## src/rtl/mips_multicycle_control_unit_if.sv

```systemverilog
// Control-unit <-> datapath bundle: instruction fields and status in, control strobes and debug out.
interface mips_multicycle_control_unit_if #(
    parameter int unsigned ALU_CTRL_W = 3
);
    // Datapath -> control unit
    logic [5:0]            opcode;
    logic [5:0]            funct;
    logic                  zero_flag;
    logic                  mem_ready;

    // Control unit -> datapath
    logic                  pc_write;
    logic                  iord;
    logic                  mem_read;
    logic                  mem_write;
    logic                  ir_write;
    logic                  mem_to_reg;
    logic                  reg_dst;
    logic                  reg_write;
    logic                  alu_src_a;
    logic [1:0]            alu_src_b;
    logic [1:0]            pc_src;
    logic [ALU_CTRL_W-1:0] alu_control;

    // Debug / status
    logic [3:0]            state;
    logic                  illegal_op;
    logic                  mem_timeout;

    // Control unit side
    modport master (
        input  opcode, funct, zero_flag, mem_ready,
        output pc_write, iord, mem_read, mem_write, ir_write, mem_to_reg,
               reg_dst, reg_write, alu_src_a, alu_src_b, pc_src, alu_control,
               state, illegal_op, mem_timeout
    );

    // Datapath side
    modport slave (
        output opcode, funct, zero_flag, mem_ready,
        input  pc_write, iord, mem_read, mem_write, ir_write, mem_to_reg,
               reg_dst, reg_write, alu_src_a, alu_src_b, pc_src, alu_control,
               state, illegal_op, mem_timeout
    );
endinterface

```

## src/rtl/mips_multicycle_control_unit.sv

```systemverilog
// Multicycle MIPS control unit: Moore FSM driving the shared-memory datapath,
// with a memory-wait watchdog and a sticky unsupported-instruction flag.
// Optional feature: define MIPS_CU_BNE_EN to add bne (opcode 000101) through the BRANCH state.
module mips_multicycle_control_unit #(
    parameter int unsigned ALU_CTRL_W  = 3,
    parameter int unsigned MEM_TIMEOUT = 15
) (
    input  logic                           clk,
    input  logic                           rst,
    mips_multicycle_control_unit_if.master cu_bus
);

    localparam int unsigned WAIT_W = 8;
    localparam logic [WAIT_W-1:0] WAIT_LAST = WAIT_W'(MEM_TIMEOUT - 1);

    typedef enum logic [3:0] {
        S_FETCH  = 4'd0,
        S_DECODE = 4'd1,
        S_MEMADR = 4'd2,
        S_MEMRD  = 4'd3,
        S_MEMWB  = 4'd4,
        S_MEMWR  = 4'd5,
        S_EXEC   = 4'd6,
        S_ALUWB  = 4'd7,
        S_BRANCH = 4'd8,
        S_ADDIEX = 4'd9,
        S_ADDIWB = 4'd10,
        S_JUMP   = 4'd11
    } state_t;

    localparam logic [5:0] OP_RTYPE = 6'b000000;
    localparam logic [5:0] OP_LW    = 6'b100011;
    localparam logic [5:0] OP_SW    = 6'b101011;
    localparam logic [5:0] OP_BEQ   = 6'b000100;
    localparam logic [5:0] OP_ADDI  = 6'b001000;
    localparam logic [5:0] OP_J     = 6'b000010;
`ifdef MIPS_CU_BNE_EN
    localparam logic [5:0] OP_BNE   = 6'b000101;
`endif

    localparam logic [5:0] FN_ADD = 6'b100000;
    localparam logic [5:0] FN_SUB = 6'b100010;
    localparam logic [5:0] FN_AND = 6'b100100;
    localparam logic [5:0] FN_OR  = 6'b100101;
    localparam logic [5:0] FN_SLT = 6'b101010;

    localparam logic [2:0] ALU_AND = 3'b000;
    localparam logic [2:0] ALU_OR  = 3'b001;
    localparam logic [2:0] ALU_ADD = 3'b010;
    localparam logic [2:0] ALU_SUB = 3'b110;
    localparam logic [2:0] ALU_SLT = 3'b111;

    state_t            r_state;
    state_t            w_state_next;
    logic [WAIT_W-1:0] r_wait_cnt;
    logic              r_illegal;
    logic              r_mem_timeout;
    logic              r_is_sw;
`ifdef MIPS_CU_BNE_EN
    logic              r_is_bne;
`endif

    logic              w_wait_state;
    logic              w_wait_inc;
    logic              w_timeout;
    logic              w_set_illegal;
    logic              w_funct_ok;
    logic [2:0]        w_funct_alu;
    logic              w_branch_take;

    logic              w_pc_write;
    logic              w_iord;
    logic              w_mem_read;
    logic              w_mem_write;
    logic              w_ir_write;
    logic              w_mem_to_reg;
    logic              w_reg_dst;
    logic              w_reg_write;
    logic              w_alu_src_a;
    logic [1:0]        w_alu_src_b;
    logic [1:0]        w_pc_src;
    logic [2:0]        w_alu_op;

    // Watchdog: a memory-wait state with mem_ready low either keeps counting or aborts.
    assign w_wait_state = (r_state == S_FETCH) || (r_state == S_MEMRD) || (r_state == S_MEMWR);
    assign w_timeout    = w_wait_state && !cu_bus.mem_ready && (r_wait_cnt == WAIT_LAST);
    assign w_wait_inc   = w_wait_state && !cu_bus.mem_ready && !w_timeout;

`ifdef MIPS_CU_BNE_EN
    assign w_branch_take = r_is_bne ? ~cu_bus.zero_flag : cu_bus.zero_flag;
`else
    assign w_branch_take = cu_bus.zero_flag;
`endif

    // R-type funct decode into ALU operation plus a supported flag.
    always_comb begin
        w_funct_ok  = 1'b1;
        w_funct_alu = ALU_ADD;
        case (cu_bus.funct)
            FN_ADD:  w_funct_alu = ALU_ADD;
            FN_SUB:  w_funct_alu = ALU_SUB;
            FN_AND:  w_funct_alu = ALU_AND;
            FN_OR:   w_funct_alu = ALU_OR;
            FN_SLT:  w_funct_alu = ALU_SLT;
            default: w_funct_ok  = 1'b0;
        endcase
    end

    // State register; reset lands in FETCH regardless of clk.
    always_ff @(posedge clk or posedge rst) begin
        if (rst) begin
            r_state <= S_FETCH;
        end else begin
            r_state <= w_state_next;
        end
    end

    // Next-state logic; unsupported opcodes/functs fall back to FETCH and flag illegal.
    always_comb begin
        w_state_next  = r_state;
        w_set_illegal = 1'b0;
        case (r_state)
            S_FETCH: begin
                if (w_timeout) begin
                    w_state_next = S_FETCH;
                end else if (cu_bus.mem_ready) begin
                    w_state_next = S_DECODE;
                end
            end
            S_DECODE: begin
                case (cu_bus.opcode)
                    OP_LW, OP_SW: w_state_next = S_MEMADR;
                    OP_RTYPE:     w_state_next = S_EXEC;
                    OP_BEQ:       w_state_next = S_BRANCH;
`ifdef MIPS_CU_BNE_EN
                    OP_BNE:       w_state_next = S_BRANCH;
`endif
                    OP_ADDI:      w_state_next = S_ADDIEX;
                    OP_J:         w_state_next = S_JUMP;
                    default: begin
                        w_state_next  = S_FETCH;
                        w_set_illegal = 1'b1;
                    end
                endcase
            end
            S_MEMADR: w_state_next = r_is_sw ? S_MEMWR : S_MEMRD;
            S_MEMRD: begin
                if (w_timeout) begin
                    w_state_next = S_FETCH;
                end else if (cu_bus.mem_ready) begin
                    w_state_next = S_MEMWB;
                end
            end
            S_MEMWR: begin
                if (w_timeout || cu_bus.mem_ready) begin
                    w_state_next = S_FETCH;
                end
            end
            S_MEMWB:  w_state_next = S_FETCH;
            S_EXEC: begin
                if (w_funct_ok) begin
                    w_state_next = S_ALUWB;
                end else begin
                    w_state_next  = S_FETCH;
                    w_set_illegal = 1'b1;
                end
            end
            S_ALUWB:  w_state_next = S_FETCH;
            S_BRANCH: w_state_next = S_FETCH;
            S_ADDIEX: w_state_next = S_ADDIWB;
            S_ADDIWB: w_state_next = S_FETCH;
            S_JUMP:   w_state_next = S_FETCH;
            default:  w_state_next = S_FETCH;
        endcase
    end

    // Moore outputs per state; FETCH strobes only fire on the mem_ready cycle and never in reset.
    always_comb begin
        w_pc_write   = 1'b0;
        w_iord       = 1'b0;
        w_mem_read   = 1'b0;
        w_mem_write  = 1'b0;
        w_ir_write   = 1'b0;
        w_mem_to_reg = 1'b0;
        w_reg_dst    = 1'b0;
        w_reg_write  = 1'b0;
        w_alu_src_a  = 1'b0;
        w_alu_src_b  = 2'b00;
        w_pc_src     = 2'b00;
        w_alu_op     = ALU_ADD;
        case (r_state)
            S_FETCH: begin
                w_mem_read  = 1'b1;
                w_alu_src_b = 2'b01;
                w_ir_write  = cu_bus.mem_ready & ~rst;
                w_pc_write  = cu_bus.mem_ready & ~rst;
            end
            S_DECODE: begin
                w_alu_src_b = 2'b11;
            end
            S_MEMADR: begin
                w_alu_src_a = 1'b1;
                w_alu_src_b = 2'b10;
            end
            S_MEMRD: begin
                w_mem_read = 1'b1;
                w_iord     = 1'b1;
            end
            S_MEMWB: begin
                w_reg_write  = 1'b1;
                w_mem_to_reg = 1'b1;
            end
            S_MEMWR: begin
                w_mem_write = 1'b1;
                w_iord      = 1'b1;
            end
            S_EXEC: begin
                w_alu_src_a = 1'b1;
                w_alu_op    = w_funct_alu;
            end
            S_ALUWB: begin
                w_reg_write = 1'b1;
                w_reg_dst   = 1'b1;
            end
            S_BRANCH: begin
                w_alu_src_a = 1'b1;
                w_alu_op    = ALU_SUB;
                w_pc_src    = 2'b01;
                w_pc_write  = w_branch_take;
            end
            S_ADDIEX: begin
                w_alu_src_a = 1'b1;
                w_alu_src_b = 2'b10;
            end
            S_ADDIWB: begin
                w_reg_write = 1'b1;
            end
            S_JUMP: begin
                w_pc_src   = 2'b10;
                w_pc_write = 1'b1;
            end
            default: ;
        endcase
    end

    // Wait counter, sticky illegal flag, abort pulse and load/store direction capture.
    always_ff @(posedge clk or posedge rst) begin
        if (rst) begin
            r_wait_cnt    <= '0;
            r_illegal     <= 1'b0;
            r_mem_timeout <= 1'b0;
            r_is_sw       <= 1'b0;
        end else begin
            r_wait_cnt    <= w_wait_inc ? r_wait_cnt + WAIT_W'(1) : '0;
            r_mem_timeout <= w_timeout;
            if (w_set_illegal) begin
                r_illegal <= 1'b1;
            end
            if (r_state == S_DECODE) begin
                r_is_sw <= (cu_bus.opcode == OP_SW);
            end
        end
    end

`ifdef MIPS_CU_BNE_EN
    // Remember whether the branch in flight is bne so BRANCH inverts the zero test.
    always_ff @(posedge clk or posedge rst) begin
        if (rst) begin
            r_is_bne <= 1'b0;
        end else if (r_state == S_DECODE) begin
            r_is_bne <= (cu_bus.opcode == OP_BNE);
        end
    end
`endif

    assign cu_bus.pc_write    = w_pc_write;
    assign cu_bus.iord        = w_iord;
    assign cu_bus.mem_read    = w_mem_read;
    assign cu_bus.mem_write   = w_mem_write;
    assign cu_bus.ir_write    = w_ir_write;
    assign cu_bus.mem_to_reg  = w_mem_to_reg;
    assign cu_bus.reg_dst     = w_reg_dst;
    assign cu_bus.reg_write   = w_reg_write;
    assign cu_bus.alu_src_a   = w_alu_src_a;
    assign cu_bus.alu_src_b   = w_alu_src_b;
    assign cu_bus.pc_src      = w_pc_src;
    assign cu_bus.alu_control = ALU_CTRL_W'(w_alu_op);
    assign cu_bus.state       = r_state;
    assign cu_bus.illegal_op  = r_illegal;
    assign cu_bus.mem_timeout = r_mem_timeout;

endmodule
```

## src/flat_wrapper.sv

```systemverilog
// flat-port wrapper written by rule: the top's interface ports become plain ports
module mips_multicycle_control_unit_flat 
#(
    parameter int unsigned ALU_CTRL_W  = 3,
    parameter int unsigned MEM_TIMEOUT = 15
)
  (clk, rst, cu_bus_opcode, cu_bus_funct, cu_bus_zero_flag, cu_bus_mem_ready, cu_bus_pc_write, cu_bus_iord, cu_bus_mem_read, cu_bus_mem_write, cu_bus_ir_write, cu_bus_mem_to_reg, cu_bus_reg_dst, cu_bus_reg_write, cu_bus_alu_src_a, cu_bus_alu_src_b, cu_bus_pc_src, cu_bus_alu_control, cu_bus_state, cu_bus_illegal_op, cu_bus_mem_timeout);
  mips_multicycle_control_unit_if #(.ALU_CTRL_W(ALU_CTRL_W)) cu_bus_i ();
  input  logic clk;
  input  logic rst;
  input wire logic [$bits(cu_bus_i.opcode)-1:0] cu_bus_opcode;
  input wire logic [$bits(cu_bus_i.funct)-1:0] cu_bus_funct;
  input wire logic [$bits(cu_bus_i.zero_flag)-1:0] cu_bus_zero_flag;
  input wire logic [$bits(cu_bus_i.mem_ready)-1:0] cu_bus_mem_ready;
  output wire logic [$bits(cu_bus_i.pc_write)-1:0] cu_bus_pc_write;
  output wire logic [$bits(cu_bus_i.iord)-1:0] cu_bus_iord;
  output wire logic [$bits(cu_bus_i.mem_read)-1:0] cu_bus_mem_read;
  output wire logic [$bits(cu_bus_i.mem_write)-1:0] cu_bus_mem_write;
  output wire logic [$bits(cu_bus_i.ir_write)-1:0] cu_bus_ir_write;
  output wire logic [$bits(cu_bus_i.mem_to_reg)-1:0] cu_bus_mem_to_reg;
  output wire logic [$bits(cu_bus_i.reg_dst)-1:0] cu_bus_reg_dst;
  output wire logic [$bits(cu_bus_i.reg_write)-1:0] cu_bus_reg_write;
  output wire logic [$bits(cu_bus_i.alu_src_a)-1:0] cu_bus_alu_src_a;
  output wire logic [$bits(cu_bus_i.alu_src_b)-1:0] cu_bus_alu_src_b;
  output wire logic [$bits(cu_bus_i.pc_src)-1:0] cu_bus_pc_src;
  output wire logic [$bits(cu_bus_i.alu_control)-1:0] cu_bus_alu_control;
  output wire logic [$bits(cu_bus_i.state)-1:0] cu_bus_state;
  output wire logic [$bits(cu_bus_i.illegal_op)-1:0] cu_bus_illegal_op;
  output wire logic [$bits(cu_bus_i.mem_timeout)-1:0] cu_bus_mem_timeout;
  assign cu_bus_i.opcode = cu_bus_opcode;
  assign cu_bus_i.funct = cu_bus_funct;
  assign cu_bus_i.zero_flag = cu_bus_zero_flag;
  assign cu_bus_i.mem_ready = cu_bus_mem_ready;
  assign cu_bus_pc_write = cu_bus_i.pc_write;
  assign cu_bus_iord = cu_bus_i.iord;
  assign cu_bus_mem_read = cu_bus_i.mem_read;
  assign cu_bus_mem_write = cu_bus_i.mem_write;
  assign cu_bus_ir_write = cu_bus_i.ir_write;
  assign cu_bus_mem_to_reg = cu_bus_i.mem_to_reg;
  assign cu_bus_reg_dst = cu_bus_i.reg_dst;
  assign cu_bus_reg_write = cu_bus_i.reg_write;
  assign cu_bus_alu_src_a = cu_bus_i.alu_src_a;
  assign cu_bus_alu_src_b = cu_bus_i.alu_src_b;
  assign cu_bus_pc_src = cu_bus_i.pc_src;
  assign cu_bus_alu_control = cu_bus_i.alu_control;
  assign cu_bus_state = cu_bus_i.state;
  assign cu_bus_illegal_op = cu_bus_i.illegal_op;
  assign cu_bus_mem_timeout = cu_bus_i.mem_timeout;
  mips_multicycle_control_unit #(.ALU_CTRL_W(ALU_CTRL_W), .MEM_TIMEOUT(MEM_TIMEOUT)) u_core (.clk(clk), .rst(rst), .cu_bus(cu_bus_i));
endmodule
```

## config.mk

```make
export PLATFORM = sky130hd
export DESIGN_NAME = mips_multicycle_control_unit_flat
export DESIGN_NICKNAME = d
export VERILOG_FILES = /design/src/rtl/mips_multicycle_control_unit_if.sv /design/src/rtl/mips_multicycle_control_unit.sv /design/src/flat_wrapper.sv
export SDC_FILE = /design/constraint.sdc
export NUM_CORES = 1
export LEC_CHECK = 0
export ABC_AREA = 1
export ABC_CLOCK_PERIOD_IN_PS = 1500
export BUFFER_PORTS_ARGS = -buffer_cell sky130_fd_sc_hd__buf_2
export CORE_MARGIN = 5
export CORE_UTILIZATION = 30
export DETAILED_ROUTE_END_ITERATION = 10
export GPL_ROUTABILITY_DRIVEN = 0
export GPL_TIMING_DRIVEN = 0
export PLACE_DENSITY = 0.59
export SYNTH_ARGS = -nofsm -noshare
export SYNTH_HDL_FRONTEND = slang
export SYNTH_SLANG_ARGS = --single-unit
```

## constraint.sdc

```tcl
create_clock -name clk -period 1.5 [get_ports clk]
set_input_delay 0 -clock clk [delete_from_list [all_inputs] [get_ports clk]]
set_output_delay 0 -clock clk [all_outputs]
set_load 0.005 [all_outputs]
```

Word-level counts from Yosys, hierarchy flattened
Index checks and enable logic that the tools add are counted.
{ "classes": {"add_sub_neg": 1, "n_mul": 0, "div": 0, "order_cmp": 0, "eq_ne": 25, "shifts": 0, "mux": 27, "n_bitwise": 2, "reduce_logical": 19} }
{ "ops": {"columns": ["op", "n"], "rows": [
  ["$eq 6x6->1 const B", 7],
  ["$pmux 4 s7", 1],
  ["$mux 4", 5],
  ["$pmux 4 s5", 1],
  ["$eq 4x3->1 const B", 4],
  ["$eq 4x4->1 const B", 4],
  ["$pmux 3 s4", 1],
  ["$mux 1", 11],
  ["$add 8x1->8 const B", 1],
  ["$eq 4x2->1 const B", 2],
  ["$eq 8x4->1 const B", 1],
  ["$mux 8", 1],
  ["$reduce_or 2->1", 4],
  ["$eq 6x2->1 const B", 1],
  ["$eq 6x3->1 const B", 1],
  ["$eq 6x4->1 const B", 1],
  ["$logic_not 6->1", 1],
  ["$mux 3", 2],
  ["$ne 3x2->1 const B", 2],
  ["$pmux 2 s3", 1],
  ["$pmux 3 s2", 1],
  ["$reduce_or 6->1", 1],
  ["$reduce_or 5->1", 1],
  ["$eq 4x1->1 const B", 1],
  ["13 further kinds", 18]
]} }
{ "totals": {"reg_bits": 15, "latch_bits": 0, "ramBits": 0, "mem_bits_ro": 0, "in_bits": 16, "output_inout_bits": 22, "word_cells": 79, "n_memories": 0} }

Depth between registers and ports, before layout
Gate-level depths: netlist of the first run.
{ "depth": {"depth_word": 8, "ltp_mapped": 11, "depth_no_buf": 11} }

Worst setup path before layout of the first run
No wires, ideal clock.
{ "synth_timing": {"kind": "reg-to-reg", "from": "reg u_core.r_wait_cnt[0]", "to": "reg u_core.r_state[0] (netlist: u_core.cu_bus.state[0])", "setup_time_ns": 0.120, "arrival_time_ns": 1.175, "required_time_ns": 1.380, "path_slack_ns": 0.204, "path_stages_with_launch": 10, "n_path_buf": 0, "period_less_slack_ns": 1.296, "cell_sequence": "dfrtp_1 -> inv_1 -> ha_1 -> inv_1 -> nor2_2 -> nand3_2 -> o21ai_0 -> nand2_1 -> o21ai_1 -> nand2_1"} }
{ "synth_via": {"elab_chain_cells": 5, "word_cells_on_any_way": 10, "classes_between": "4 x eq/ne; 3 x mux; 3 x reduce/logical"} }
{ "synth_rtl": {"columns": ["item", "line_no", "text"], "rows": [
  ["start: declaration", "mips_multicycle_control_unit.sv:55", "logic [WAIT_W-1:0] r_wait_cnt;"],
  ["start signal: assignment", "mips_multicycle_control_unit.sv:254", "r_wait_cnt <= w_wait_inc ? r_wait_cnt + WAIT_W'(1) : '0;"],
  ["$eq 8x4->1 (*)", "mips_multicycle_control_unit.sv:86", "assign w_timeout = w_wait_state && !cu_bus.mem_ready && (r_wait_cnt == WAIT_LAST);"],
  ["$logic_and 1x1->1 (*)", "mips_multicycle_control_unit.sv:86", null],
  ["$logic_or 1x1->1", "mips_multicycle_control_unit.sv:155", "if (w_timeout || cu_bus.mem_ready) begin"],
  ["$ne 2x2->1 (no source line)", null, null],
  ["$reduce_and 3->1 (no source line)", null, null],
  ["end signal: assignment", "mips_multicycle_control_unit.sv:114", "r_state <= w_state_next;"],
  ["end: declaration", "mips_multicycle_control_unit.sv:53", "state_t r_state;"]
]} }
Every way passes the cells marked *; elsewhere a longest branch is shown, timed or not.
A chain may end at the register's enable or synchronous reset.

Final worst setup path of the first run
{ "layout_timing": {"from": "reg u_core.r_state[3] (netlist: u_core.cu_bus.state[3])", "to": "out cu_bus_pc_write"} }
{ "layout_via": {"elab_chain_cells": 2, "word_cells_on_any_way": 4, "classes_between": "2 x eq/ne; 1 x mux; 1 x reduce/logical"} }
{ "layout_rtl": {"columns": ["item", "line_no", "text"], "rows": [
  ["$eq 4x4->1 / $logic_not 4->1 (equally long branches)", "mips_multicycle_control_unit.sv:191", "case (r_state)"],
  ["$pmux 1 s3 (*)", "mips_multicycle_control_unit.sv:191", null],
  ["end: declaration", "flat_wrapper.sv:15", "output wire logic [$bits(cu_bus_i.pc_write)-1:0] cu_bus_pc_write;"]
]} }
Marks and branches as above.

==> impl_metrics.py, run 1 <==
metrics = {
    "timing": {
        "tightest_slew_ps": 570.6,
        "max_slew_margin_pct": 61.92,
        "hold_viol": 0,
        "min_period_ps": 1404,
        "fin_crit_sh_pct": 93.57,
        "setup_viol": 0,
        "slew_viol_final": 0,
        "max_freq_ghz": 0.7125,
        "clock_skew_ps": 1.361,
        "fin_ws_ps": 96.50,
    },
    "die": {
        "dieWidth_um": 70.48,
        "core_um2": 3606,
        "initial_utilization_pct": 30.43,
        "die_area_um2": 4967,
        "boundaryPins": 38,
        "fp.dieH_um": 70.48,
        "row_count": 22,
    },
    "placed_design": {
        "io_buffers": 37,
        "post-place-ws_ps": 41.38,
        "dp_hpwl_um": 2028,
    },
    "grt": {
        "overflow": 0,
        "grt_pass1_vias": 971,
        "grt_usage_pct": 10.21,
        "grt_pass1_wl_um": 4112,
        "grt_use_met1_pct": 13.55,
        "grtUsageMet2_pct": 15.59,
        "busiest_layer": "met2",
        "grt_max_degree": 16,
        "grtUsageMet3_pct": 2.014,
        "antenna_found_initial": 0,
    },
    "layout": {
        "nNetsFinal": 226,
        "synthToLayoutAreaGrowth_pct": 33.87,
        "drive_gt1_share_pct": 33.82,
        "nFillCells": 389,
        "antennaDiodeCount": 0,
    },
    "worst_hold_path": {
        "min-delay-start": "cu_bus_opcode[3]",
        "hp-class": "in2reg",
    },
    "synthesis": {
        "synth_area_per_cell_um2": 6.732,
        "synth_top_family_by_area": "simple AND/OR/NAND/NOR gates",
        "ys_seq_area_share_pct": 34.21,
        "synth_xor_xnor_area_share_pct": 0.7982,
        "syn_area_um2": 1097,
        "synthAdderAreaFrac_pct": 2.281,
        "synth_top_area_share_pct": 34.21,
        "ys_warn_count": 0,
        "synth_compound_area_share_pct": 8.552,
        "syn_inst": 163,
        "synth.distinct_cells": 25,
        "synthSimpleGateAreaFrac_pct": 43.10,
        "synth_seq_cells": 15,
        "syn_nets": 181,
        "synth_area_leaders": "dfrtp_1, nand2_1, inv_1, nor2_1, nand3_1",
        "yosys.area.top_type": "dfrtp_1",
        "synthMuxAreaShare_pct": 0,
    },
    "detailed_routing": {
        "wl_per_cell_um": 9.906,
        "drc": 0,
        "dr.first_iter.drc_count": 25,
        "firstDrtPassIters": 4,
        "drtAntennaViolNets": 0,
        "vias_per_cell": 4.392,
        "routed_wl_um": 2526,
        "vias": 1120,
    },
    "worst_setup_path": {
        "slowest_delay_ps": 460,
        "critPathLaunchType": "register",
        "cp_slowest_cell": "dfrtp_2",
        "endpoint_kind": "primary output",
        "worstReg2RegStart": "u_core.r_wait_cnt[0]",
        "crit_chain": "nor2_4 -> nand2_2 -> nor3_4 -> a211o_1 -> buf_2",
        "cp_top_family": "simple AND/OR/NAND/NOR gates",
        "cp_max_fo": 5,
        "worst-setup-path-type": "reg2out",
        "critPathBufInv": 1,
        "startpoint": "u_core.cu_bus.state[3]",
        "required_ps": 1500,
        "critical_path_arrival_ps": 1400,
    },
    "power": {
        "power_density_nw_per_um2": 1175,
        "p_total_mw": 1.727,
        "max-vdd-ir-drop_mv": 0.4199,
        "p_leak_nw": 0.8186,
    },
    "job": {
        "max_cap_viol_count": 0,
    },
    "clock_tree": {
        "cts_sinks": 15,
        "insertion_delay_ps": 240,
        "numCtsBuffers": 3,
        "clkTransAtPathRegs_ps": 60,
        "clock_path_buffers": 2,
        "cts-root-buf": "clkbuf_8",
        "htreeDepth": 1,
        "cts_tree": "built",
    },
    "run_status": {
        "status": "complete, no violations",
    },
}
[metrics by stage]
| step | hold slack, ps | util [%] | area, um^2 | cells | setup TNS (ps) |
|---|---|---|---|---|---|
| after CTS | 29.72 | 38.90 | 1403 | 253 | 0 |
| after floorplan | -98.52 | - | 1097 | 163 | 0 |
| after global routing | 34.80 | 40.74 | 1469 | 255 | -30.97 |
| after detailed placement | 98.53 | 37.23 | 1343 | 248 | 0 |
| final | 33.47 | 40.74 | 1469 | 255 | 0 |
| after global placement | 106.8 | 37.23 | 1343 | 248 | 0 |
[state kept, by name, indices dropped and copies added (netlist names)]
register / cells
u_core.cu_bus.mem_timeout: 1
u_core.r_is_sw: 1
u_core.cu_bus.illegal_op: 1
u_core.cu_bus.state: 4
u_core.r_wait_cnt: 8
[Yosys cell counts]
cell type  instances
nand3_4            1
nand3_1           14
buf_4              1
inv_2              2
nor3_1             5
a21oi_1            2
nor2_2             4
o21ai_0            7
nand2_1           34
nand3_2            2
nor2_1            27
nor2_4             2
and3_1             2
o21ai_2            2
nand3b_1           1
a21oi_2            2
ha_1               2
nand2_2            2
o21ai_1            1
dfrtp_1           15
clkinv_2           1
nand4_1            5
a211o_1            1
inv_1             27
xor2_1             1
[path summary, 6_finish.rpt]
check                                    endpoint  slack (ps)  cells after the start
hold reg to reg              u_core.r_wait_cnt[0]         490                      1
setup / recovery                  cu_bus_pc_write         100                      5
setup reg to reg           u_core.cu_bus.state[0]         130                      9
hold / removal                     u_core.r_is_sw          30                      3
max in group asynchronous  u_core.cu_bus.state[0]         710                      3
min in group asynchronous  u_core.cu_bus.state[1]         380                      3
[what timing repair did]
action | 4_1_cts | 5_1_grt
pin swaps | 0 | 3
hold buffers | 1 | 0
endpoints found under the setup margin | 1 | 12
buffers inserted | 0 | 2
hold endpoints to repair | 15 | 0
resized for setup | 1 | 18
[where the power goes]
group	leakage, nW	switching, mW	internal (mW)
Clock	0.0228	0.133	0.188
Sequential	0.196	0.0813	0.466
Combinational	0.600	0.514	0.344
[worst reg2reg max path, stage by stage (launching register included)]
cell,delay [ps]
dfrtp_1,410
inv_1,70
ha_1,130
inv_1,40
nor2_2,120
nand3_4,120
o21ai_2,150
nand2_1,60
o21ai_1,110
nand2_1,60
[layout make-up]
class,instances,area (um^2),area share [%]
Tap cell,48,60.06,4.089
Sequential cell,15,379.1,25.81
Timing Repair Buffer,40,210.2,14.31
Inverter,30,117.6,8.007
Clock buffer,4,45.04,3.066
Multi-Input combinational cell,117,645.6,43.95
Buffer,1,11.26,0.7666
[layer usage]
metal / vias up / wire length [um]
met5: - / 0
met4: 0 / 45
met3: 4 / 86
met2: 21 / 1125
met1: 492 / 1269
li1: 603 / -
[logic make-up after synthesis]
family | after synthesis
XOR/XNOR | 1
adder cells (fa/ha/maj) | 2
flip-flops | 15
buffers and inverters | 31
AND/OR/NAND/NOR | 99
AO/OA/AOI/OAI | 15
[placed cells by master (no fill, tap or decap), types with 5 or more instances in the layout]
cell type / synthesis / layout
buf_2: 0 / 37
dfrtp_1: 15 / 12
inv_1: 27 / 25
nand2_1: 34 / 34
nand3_1: 14 / 13
nand4_1: 5 / 5
nor2_1: 27 / 26
nor2_4: 2 / 5
o21ai_0: 7 / 5
Note: power is estimated with default switching activity, not from simulation.
==> run 2: changes to the inputs <==
--- a/config.mk
+++ b/config.mk
@@ -15,3 +15,3 @@
 export GPL_TIMING_DRIVEN = 0
-export PLACE_DENSITY = 0.59
+export PLACE_DENSITY = 0.61
 export SYNTH_ARGS = -nofsm -noshare
--- a/constraint.sdc
+++ b/constraint.sdc
@@ -3,2 +3,2 @@
 set_output_delay 0 -clock clk [all_outputs]
-set_load 0.005 [all_outputs]
+set_load 0.01 [all_outputs]
==> impl_metrics.py, run 2 (synthesis gave the netlist of run 1 again) <==
metrics = {
    "job": {
        "max_cap_viol_count": 0,
    },
    "layout": {
        "seq_area_um2": 379.1,
        "instances_no_fill": 255,
        "final_common_cell": "buf_2",
        "largest_reg_flops": 8,
        "nNetsFinal": 226,
        "final_util_pct": 40.25,
        "multi_input_area_um2": 629.4,
        "drive_gt1_share_pct": 33.82,
        "nFillCells": 407,
        "synthToLayoutAreaGrowth_pct": 32.27,
        "antennaDiodeCount": 0,
        "largest_register": "u_core.r_wait_cnt",
        "layout_common_cells": "buf_2, nand2_1, nor2_1",
    },
    "timing": {
        "max_freq_ghz": 0.7042,
        "hold_viol": 0,
        "max_slew_margin_pct": 62.78,
        "tightest_slew_ps": 557.6,
        "clock_skew_ps": 0.6695,
        "setup_viol": 0,
        "fin_crit_sh_pct": 94.67,
        "holdWs_ps": 35.95,
        "rsz0062_at_grt": "true",
        "min_period_ps": 1420,
        "fin_ws_ps": 79.91,
        "slew_viol_final": 0,
    },
    "worst_setup_path": {
        "slowest_delay_ps": 390,
        "critPathBufInv": 2,
        "worstReg2RegStart": "u_core.cu_bus.state[1]",
        "crit_cells": 6,
        "crit_chain": "buf_6 -> nor2_2 -> nand2_2 -> nor3_4 -> a211o_1 -> buf_2",
        "worst-setup-path-type": "reg2out",
        "endpoint_kind": "primary output",
        "cp_slowest_cell": "dfrtp_1",
        "startpoint": "u_core.cu_bus.state[1]",
        "cp_max_fo": 8,
        "cp_top_family": "simple AND/OR/NAND/NOR gates",
        "critPathLaunchType": "register",
        "critical_path_arrival_ps": 1420,
        "rr_worst_depth": 8,
        "required_ps": 1500,
    },
    "clock_tree": {
        "cts-root-buf": "clkbuf_8",
        "clock_path_buffers": 2,
        "htreeDepth": 1,
        "insertion_delay_ps": 240,
        "cts_sinks": 15,
        "cts_tree": "built",
        "numCtsBuffers": 3,
        "clkTransAtPathRegs_ps": 60,
    },
    "die": {
        "dieWidth_um": 70.48,
        "initial_utilization_pct": 30.43,
        "row_count": 22,
        "core_um2": 3606,
        "die_area_um2": 4967,
        "fp.dieH_um": 70.48,
        "boundaryPins": 38,
    },
    "power": {
        "p_leak_nw": 0.8166,
        "max-vdd-ir-drop_mv": 0.3483,
        "power_density_nw_per_um2": 1203,
        "p_total_mw": 1.746,
    },
    "detailed_routing": {
        "drtAntennaViolNets": 0,
        "dr.first_iter.drc_count": 34,
        "wl_per_cell_um": 10.08,
        "vias_per_cell": 4.420,
        "drc": 0,
        "firstDrtPassIters": 4,
        "routed_wl_um": 2571,
        "vias": 1127,
    },
    "placed_design": {
        "post-place-ws_ps": 75.63,
        "dp.cells": 248,
        "dp_hpwl_um": 2146,
        "io_buffers": 37,
    },
    "worst_hold_path": {
        "holdPathStages": 3,
        "hp-class": "in2reg",
        "min-delay-start": "cu_bus_opcode[3]",
    },
    "grt": {
        "grt_usage_pct": 10.82,
        "grt_pass1_vias": 1100,
        "grt_max_degree": 16,
        "grt_pass1_wl_um": 4464,
        "overflow": 0,
        "antenna_found_initial": 0,
    },
    "run_status": {
        "status": "complete, no violations",
    },
}
[run 2: cell types whose count changed in the layout (fill, tap and decap cells not counted)]
cell / before / now
clkinv_2: 0 / 1
inv_6: 1 / 0
nand3_2: 2 / 3
clkbuf_1: 1 / 0
nor2_4: 5 / 4
o21ai_0: 5 / 6
o21ai_2: 3 / 2
nand3_4: 2 / 1
inv_4: 0 / 1
nor2_2: 2 / 3
[run 2: worst min-delay path, stage by stage]
cell and delay [ps]:
buf_2 120, nand2_1 60, o21ai_0 60
[run 2: layer usage]
metal  global-route usage, %  part of all wire [%]  up-vias
li1                        -                     -      604
met2                   17.78                    45       23
met4                   4.468                   1.5        0
met3                   2.158                   4.5        4
met5                       0                     0        -
met1                   13.70                    49      496
[run 2: layout make-up]
cell class | instances | area share (%)
clock inverters | 1 | 0.3448
well taps | 48 | 4.138
repair buffers | 40 | 14.48
flip-flops and latches | 15 | 26.12
plain buffers | 1 | 0.7759
inverters | 30 | 7.931
multi-input cells | 117 | 43.36
clock buffers | 3 | 2.845
[run 2: metrics by stage]
| stage | area, um^2 | TNS (ps) |
|---|---|---|
| floorplan | 1097 | 0 |
| CTS | 1409 | 0 |
| global placement | 1343 | 0 |
| finish | 1451 | 0 |
| detailed placement | 1343 | 0 |
| global route | 1451 | -30.31 |
[run 2: worst paths after layout]
| kind | endpoint | slack [ps] |
|---|---|---|
| min in group asynchronous | u_core.cu_bus.state[1] | 380 |
| min reg2reg | u_core.r_wait_cnt[0] | 480 |
| min | u_core.r_is_sw | 40 |
| max | cu_bus_pc_write | 80 |
| max in group asynchronous | u_core.cu_bus.state[3] | 720 |
| max reg2reg | u_core.r_wait_cnt[2] | 110 |
[run 2: timing repair]
item,CTS,global route
resized for setup,2,12
pin swaps,0,4
hold buffers,1,0
buffers inserted,0,2
setup endpoints to repair,2,11
hold endpoints to repair,15,0
[run 2: where the power goes]
| group | total [mW] | internal (mW) | switching (mW) |
|---|---|---|---|
| Combinational | 0.877 | 0.322 | 0.555 |
| Sequential | 0.542 | 0.466 | 0.0759 |
| Clock | 0.326 | 0.184 | 0.143 |
| Total | 1.75 | 0.972 | 0.774 |
